**src/rtl/stopwatch_ctrl.sv**
```systemverilog
// Stopwatch front end: per-button sync/debounce/edge-detect feeding the
// clear/run/pause state machine that drives the seconds counter enable.
module stopwatch_ctrl #(
    parameter int unsigned DEB_CYCLES = 20000,
    parameter int unsigned DEB_W      = 15
) (
    input  logic       clk,
    input  logic       hard_reset,
    input  logic       btn_start_stop,
    input  logic       btn_clear,
    output logic [1:0] en,
    output logic       running,
    output logic       cleared
);

    localparam int unsigned     N_BTN    = 2;
    localparam logic [DEB_W-1:0] CNT_LAST = DEB_W'(DEB_CYCLES - 1);

    typedef enum logic [1:0] {
        ST_CLEARED = 2'b00,
        ST_RUNNING = 2'b01,
        ST_PAUSED  = 2'b10
    } state_t;

    logic [N_BTN-1:0] btn_raw;
    logic [N_BTN-1:0] pulse_c;
    logic             ss_c;
    logic             clr_c;

    state_t     state;
    state_t     state_next;
    logic [1:0] en_next;
    logic       running_next;
    logic       cleared_next;

    assign btn_raw = {btn_clear, btn_start_stop};
    assign ss_c    = pulse_c[0];
    assign clr_c   = pulse_c[1];

    // Identical per-button path: 2-flop sync, stable-count debounce, rising-edge event
    for (genvar i = 0; i < N_BTN; i++) begin : g_btn
        logic             s1;
        logic             s2;
        logic             deb;
        logic             deb_d;
        logic [DEB_W-1:0] cnt;

        always_ff @(posedge clk or negedge hard_reset) begin
            if (!hard_reset) begin
                s1    <= 1'b0;
                s2    <= 1'b0;
                deb   <= 1'b0;
                deb_d <= 1'b0;
                cnt   <= '0;
            end else begin
                s1    <= btn_raw[i];
                s2    <= s1;
                deb_d <= deb;
                if (s2 == deb) begin
                    cnt <= '0;
                end else if (cnt == CNT_LAST) begin
                    deb <= s2;
                    cnt <= '0;
                end else begin
                    cnt <= cnt + DEB_W'(1);
                end
            end
        end

        assign pulse_c[i] = deb & ~deb_d;
    end

    // State and Moore outputs registered together so en never glitches
    always_ff @(posedge clk or negedge hard_reset) begin
        if (!hard_reset) begin
            state   <= ST_CLEARED;
            en      <= 2'b00;
            running <= 1'b0;
            cleared <= 1'b1;
        end else begin
            state   <= state_next;
            en      <= en_next;
            running <= running_next;
            cleared <= cleared_next;
        end
    end

    // Clear only takes effect from PAUSED, where it outranks start/stop
    always_comb begin
        state_next   = ST_CLEARED;
        en_next      = 2'b00;
        running_next = 1'b0;
        cleared_next = 1'b0;

        case (state)
            ST_CLEARED: state_next = ss_c ? ST_RUNNING : ST_CLEARED;
            ST_RUNNING: state_next = ss_c ? ST_PAUSED : ST_RUNNING;
            ST_PAUSED: begin
                if (clr_c) begin
                    state_next = ST_CLEARED;
                end else if (ss_c) begin
                    state_next = ST_RUNNING;
                end else begin
                    state_next = ST_PAUSED;
                end
            end
            default: state_next = ST_CLEARED;
        endcase

        case (state_next)
            ST_RUNNING: begin
                en_next      = 2'b01;
                running_next = 1'b1;
            end
            ST_PAUSED: en_next = 2'b10;
            default:   cleared_next = 1'b1;
        endcase
    end

endmodule

```
**config.mk**
```make
export PLATFORM = sky130hd
export DESIGN_NAME = stopwatch_ctrl
export DESIGN_NICKNAME = d
export VERILOG_FILES = /design/src/rtl/stopwatch_ctrl.sv
export SDC_FILE = /design/constraint.sdc
export NUM_CORES = 1
export LEC_CHECK = 0
export CELL_PAD_IN_SITES_DETAIL_PLACEMENT = 0
export CELL_PAD_IN_SITES_GLOBAL_PLACEMENT = 1
export CORE_MARGIN = 3
export CORE_UTILIZATION = 43
export CTS_CLUSTER_DIAMETER = 100
export DETAILED_ROUTE_END_ITERATION = 16
export GPL_TIMING_DRIVEN = 0
export PLACE_DENSITY = 0.76
export SYNTH_ARGS = -nofsm -noshare
export SYNTH_HDL_FRONTEND = slang
export SYNTH_SLANG_ARGS = --single-unit
```
**constraint.sdc**
```tcl
create_clock -name clk -period 1.7 [get_ports clk]
set_input_delay 0.34 -clock clk [delete_from_list [all_inputs] [get_ports clk]]
set_output_delay 0.34 -clock clk [all_outputs]
set_load 0.1 [all_outputs]
```
==> reports/qor.yml, run 1 <==
critical-path-top-delay-family: "simple AND/OR/NAND/NOR gates"
vdd_ir_drop_max_mv: 0.653
fp.dieW_um: 72.6
drive_gt1_share_pct: 25.7
max_freq_ghz: 0.542
crit_path_max_incr_delay_ps: 530
yosysWarnings: 0
p_leak_nw: 0.958
startpoint_type: "flop"
synth_cells: 176
fillers: 362
final_core_utilization_pct: 55.7
drc_errors: 0
crit_buf_inv: 0
grt_max_degree: 44
post_dp_cell_area_sq_um: 2050
outcome: "complete, but fails checks"
fp.dieH_um: 72.6
htree_levels: 2
first_pass_iters: 4
final_common_cell: "dfrtp_1"
worstMarginPinSlew_ps: 934
rrSetupSlack_ps: -150
slowest_stage: "or4_4"
io_pins: 8
num_vias: 1280
final_cell_mix: "42 x dfrtp_1, 20 x xnor2_1, 20 x nor2_2"
synth.net_count: 184
grt_pass1_vias: 1377
cts_buffers: 5
rsz0062_at_grt: "yes"
design.die.area_sq_um: 5270
cp_data_required_time_ps: 1870
dp_cells: 233
avgSynthCellArea_sq_um: 10.8
path_cells: "or4b_1 > or4_4 > mux2_4"
wirelength_um: 3290
grt_pass1_wl_um: 6270
regArea_sq_um: 1080
grtUsageTotal_pct: 15.5
min_period_ps: 1850
grt_antenna_before_repair: 0
crit_fanout: 2
place_congestion: 0.787
synth_top_area_share_pct: 55.2
area_growth_pct: 21.2
synth_cell_types: 28
syn_area_sq_um: 1910
rows: 23
hold_path_class: "in2async"
synth_area_leaders: "dfrtp_1 55%, xnor2_1 9.2%, nor2_1 6.3%"
insertion_delay_ps: 290
multiInputGateArea_sq_um: 835
start_util_pct: 46.0
cp-end-kind: "flop"
fin_cells: 252
hpwl_um: 2090
finClkSkew_ps: 8.94
vias_per_cell: 5.08
drv_cap: 0
slew_headroom_pct: 37.7
drt_iter0_drc: 117
setup_viol: 29
worstSetupPathType: "reg2reg"
path_clk_slew_ps: 80
cts_root_buffer: "clkbuf_8"
holdBufCountCts: 0
antenna_left: 0
hold_viol: 0
diodes: 0
grt-ovfl-total: 0
core_area_sq_um: 4140
final_cell_area_sq_um: 2310
synth-seq-cells: 43
r2r-start: "g_btn[1].cnt[6]"
violations: "negative setup slack"
period_share_pct: 109
cts_buffer_depth: 2
yosysTopAreaCell: "dfrtp_1"
port_buffers: 7
clock_sinks: 43
r2r_end: "g_btn[1].deb"
final.setup.worst_slack_ps: -146
nets: 209
slew_violations: 0
p_per_area_nw_per_um2: 828
cp.arrival_ps: 2020
cts_tree: "yes"
avgRoutedWirePerCell_um: 13.1
synth_seq_area_share_pct: 56.5
worstRegToRegCells: 3
## power breakdown
part           internal [W]  switching [W]
logic             0.0000397      0.0000566
registers           0.00104      0.0000143
clock network      0.000440       0.000323
total               0.00152       0.000394
## flip-flops by register name (all words and copies together), names as in the netlist
| register | cells |
|---|---|
| g_btn.s2 | 2 |
| g_btn.cnt | 30 |
| g_btn.deb_d | 2 |
| g_btn.s1 | 2 |
| g_btn.deb | 2 |
| cleared | 1 |
| en | 1 |
| state | 2 |
| running | 1 |
## cells by family (layout without fill, tap and decap cells)
kind of cell / after synthesis / count (layout) / share of synthesized area (%)
DFF: 43 / 43 / 56.5
muxes: 2 / 2 / 1.38
adders and majority gates: 4 / 4 / 2.63
xor gates and xnor gates: 28 / 28 / 12.9
and+or+nand+nor: 84 / 84 / 22.5
AOI/OAI and AO/OA: 3 / 3 / 0.985
buffers and inverters: 12 / 38 / 3.15
## what timing repair did
item                                    in CTS  in global routing
pin swaps                                   11                  0
resized for setup                           27                 15
setup buffers                                8                  1
endpoints found under the hold margin        0                  0
cloned                                       2                  0
endpoints found under the setup margin      33                 30
## stage by stage
step	setup WS, ps	hold WS, ps	TNS (ps)	power [W]
after detailed placement	-269	336	-5440	0.00115
final	-146	186	-3500	0.00191
after floorplan	-115	44.4	-1780	0.00111
after global routing	-202	263	-5050	0.00201
after CTS	-149	212	-3540	0.00194
after global placement	-718	335	-35520	0.00114
## worst max-delay path by stage
stage | slack (ps) | from | cells past startpoint | to
4_1_cts | -150 | g_btn[1].cnt[6] | 3 | g_btn[1].deb
6_report | -150 | g_btn[1].cnt[6] | 3 | g_btn[1].deb
5_1_grt | -200 | g_btn[1].cnt[6] | 5 | g_btn[1].cnt[6]
3_5_place_dp | -270 | cleared | 1 | cleared
3_3_place_gp | -720 | hard_reset | 1 | g_btn[1].cnt[10]
2_1_floorplan | -110 | g_btn[1].cnt[6] | 3 | g_btn[1].deb
## cell usage after synthesis
library cell  instances
nand2_1               8
nor3_1                8
dfrtp_1              42
nor2b_1               2
or4_1                 1
xor2_1                8
or4b_1                2
nand2b_2              1
nand4_1               8
buf_4                 2
nor4_1                6
nand3_1               8
a211oi_1              1
nand2b_1              2
dfstp_2               1
or4_4                 1
a21oi_1               1
nor2_1               32
or3_1                 2
inv_1                 9
mux2_4                1
mux2_2                1
o22ai_1               1
and4_1                2
buf_6                 1
xnor2_1              20
ha_1                  4
nand3b_1              1
## worst register-to-register path, cell delays in order, from the launching register on
cell	delay, ps
dfrtp_1	390
or4b_1	500
or4_4	530
mux2_4	310
## cell type report
class | instances | area share [%]
Buffer | 3 | 1.30
Clock buffer | 7 | 3.30
Clock inverter | 1 | 1.30
Inverter | 9 | 1.46
Multi-Input combinational cell | 121 | 36.1
Sequential cell | 43 | 46.6
Tap cell | 50 | 2.71
Timing Repair Buffer | 18 | 7.15
## per-layer routing
metal | up-vias | track usage (%) | share of wire, %
li1 | 638 | - | -
met1 | 625 | 19.0 | 44
met2 | 12 | 25.5 | 52
met3 | 5 | 4.13 | 2.6
met4 | 0 | 6.76 | 1.4
met5 | - | 0 | 0
(Power assumes the default switching activity.)
==> run 2, diff against run 1 <==
--- a/config.mk
+++ b/config.mk
@@ -13,6 +13,8 @@
 export DETAILED_ROUTE_END_ITERATION = 16
 export GPL_TIMING_DRIVEN = 0
 export PLACE_DENSITY = 0.76
+export RECOVER_POWER = 50
+export REMOVE_ABC_BUFFERS = 1
 export SYNTH_ARGS = -nofsm -noshare
 export SYNTH_HDL_FRONTEND = slang
 export SYNTH_SLANG_ARGS = --single-unit
==> reports/qor.yml, run 2 (synthesis gave the netlist of run 1 again) <==
drive_gt1_share_pct: 19.0
port_buffers: 7
post_dp_cell_area_sq_um: 2010
final_common_cell: "dfrtp_1"
worstSetupPathType: "reg2reg"
worstMarginPinSlew_ps: 1030
fillers: 358
num_vias: 1268
p_leak_nw: 0.935
first_pass_iters: 4
cts_tree: "yes"
wirelength_um: 3220
p_per_area_nw_per_um2: 859
grt-ovfl-total: 0
max_freq_ghz: 0.540
startpoint_type: "flop"
final_core_utilization_pct: 53.5
path_cells: "or4b_1 > or4_4 > mux2_4"
htree_levels: 2
cts_root_buffer: "clkbuf_8"
rows: 23
regArea_sq_um: 1080
drv_cap: 0
setup_viol: 29
cp.depth: 3
grtUsageTotal_pct: 14.6
hold_viol: 0
finClkSkew_ps: 4.90
grt_max_degree: 44
path_clk_slew_ps: 80
place_congestion: 0.810
grt_antenna_before_repair: 0
fp.dieW_um: 72.6
period_share_pct: 109
nets: 202
critical-path-top-delay-family: "simple AND/OR/NAND/NOR gates"
final_cell_area_sq_um: 2220
grt_pass1_vias: 1287
cp-end-kind: "flop"
cp_data_required_time_ps: 1890
crit_buf_inv: 0
fp.dieH_um: 72.6
r2r_end: "g_btn[1].deb"
io_pins: 8
core_area_sq_um: 4140
vdd_ir_drop_max_mv: 0.648
cts_buffer_depth: 2
grt_pass1_wl_um: 5820
vias_per_cell: 5.18
holdBufCountCts: 0
design.die.area_sq_um: 5270
slew_violations: 0
drt_iter0_drc: 63
slowest_stage: "or4_4"
cp.arrival_ps: 2040
final.setup.worst_slack_ps: -152
cts_buffers: 5
antenna_left: 0
slew_headroom_pct: 31.1
drc_errors: 0
final_cell_mix: "42 x dfrtp_1, 22 x nor2_1, 20 x xnor2_1"
multiInputGateArea_sq_um: 823
min_period_ps: 1850
rsz0062_at_grt: "yes"
insertion_delay_ps: 300
area_growth_pct: 16.4
hold_path_class: "in2async"
top_register: "g_btn.cnt"
outcome: "complete, but fails checks"
r2r-start: "g_btn[1].cnt[6]"
avgRoutedWirePerCell_um: 13.1
diodes: 0
rrSetupSlack_ps: -150
clock_sinks: 43
start_util_pct: 46.0
violations: "negative setup slack"
worstRegToRegCells: 3
startpoint: "g_btn[1].cnt[6]"
hpwl_um: 2040
crit_fanout: 2
largest_register_ffs: 30
endpoint: "g_btn[1].deb"
crit_path_max_incr_delay_ps: 530
run 2: worst min-delay path by stage:
stage           startpoint         endpoint  slack [ps]  cells past startpoint
3_5_place_dp   g_btn[0].s1      g_btn[0].s2         340                      0
6_report        hard_reset            en[1]         210                      1
3_3_place_gp   g_btn[1].s1      g_btn[1].s2         330                      0
2_1_floorplan   hard_reset            en[1]          40                      0
5_1_grt         hard_reset            en[1]         280                      1
4_1_cts         hard_reset  g_btn[0].cnt[8]         200                      1
run 2: worst register-to-register path, stage by stage (launching register included):
cell and delay (ps):
dfrtp_1 380, or4b_1 520, or4_4 530, mux2_4 310
run 2: repair_timing:
action,in CTS,in global routing
gates resized for setup,22,7
pin swaps,15,0
gates cloned,1,0
buffers inserted,5,1
hold endpoints to repair,0,0
setup endpoints to repair,33,29
run 2: layout make-up:
class / instances / area share (%)
Sequential cell: 43 / 48.6
Multi-Input combinational cell: 122 / 37.1
Timing Repair Buffer: 13 / 4.91
Clock buffer: 5 / 3.10
Tap cell: 50 / 2.82
Clock inverter: 3 / 1.97
Inverter: 9 / 1.52
run 2: stage by stage:
stage	setup WS (ps)	TNS, ps	hold slack [ps]	instances	power (W)
5_1_grt	-185	-3740	282	245	0.00201
3_3_place_gp	-713	-40600	335	230	0.00114
4_1_cts	-157	-2440	200	244	0.00194
3_5_place_dp	-437	-10730	336	230	0.00114
2_1_floorplan	-208	-5310	44.4	173	0.00110
6_report	-152	-2360	212	245	0.00191
run 2: power breakdown:
part / switching (W) / total [W] / internal [W]
clock network: 0.000343 / 0.000780 / 0.000437
registers: 0.0000145 / 0.00105 / 0.00104
logic: 0.0000483 / 0.0000720 / 0.0000237
total: 0.000406 / 0.00191 / 0.00150
run 2: layer usage:
metal  wire (um)  part of all wire [%]  track usage, %  vias to the layer above
met5           0                     0               0                        -
met4          66                   2.1            7.38                        0
met3         112                   3.5            5.23                        8
met2        1590                    49            22.8                       17
met1        1450                    45            17.7                      616
li1            -                     -               -                      627
==> run 3, diff against run 2 <==
--- a/config.mk
+++ b/config.mk
@@ -10,7 +10,9 @@
 export CORE_MARGIN = 3
 export CORE_UTILIZATION = 43
 export CTS_CLUSTER_DIAMETER = 100
+export CTS_CLUSTER_SIZE = 12
 export DETAILED_ROUTE_END_ITERATION = 16
+export GPL_ROUTABILITY_DRIVEN = 0
 export GPL_TIMING_DRIVEN = 0
 export PLACE_DENSITY = 0.76
 export RECOVER_POWER = 50
==> results of run 3 <==
No change in the layout: final DEF, timing and power equal those of run 2.
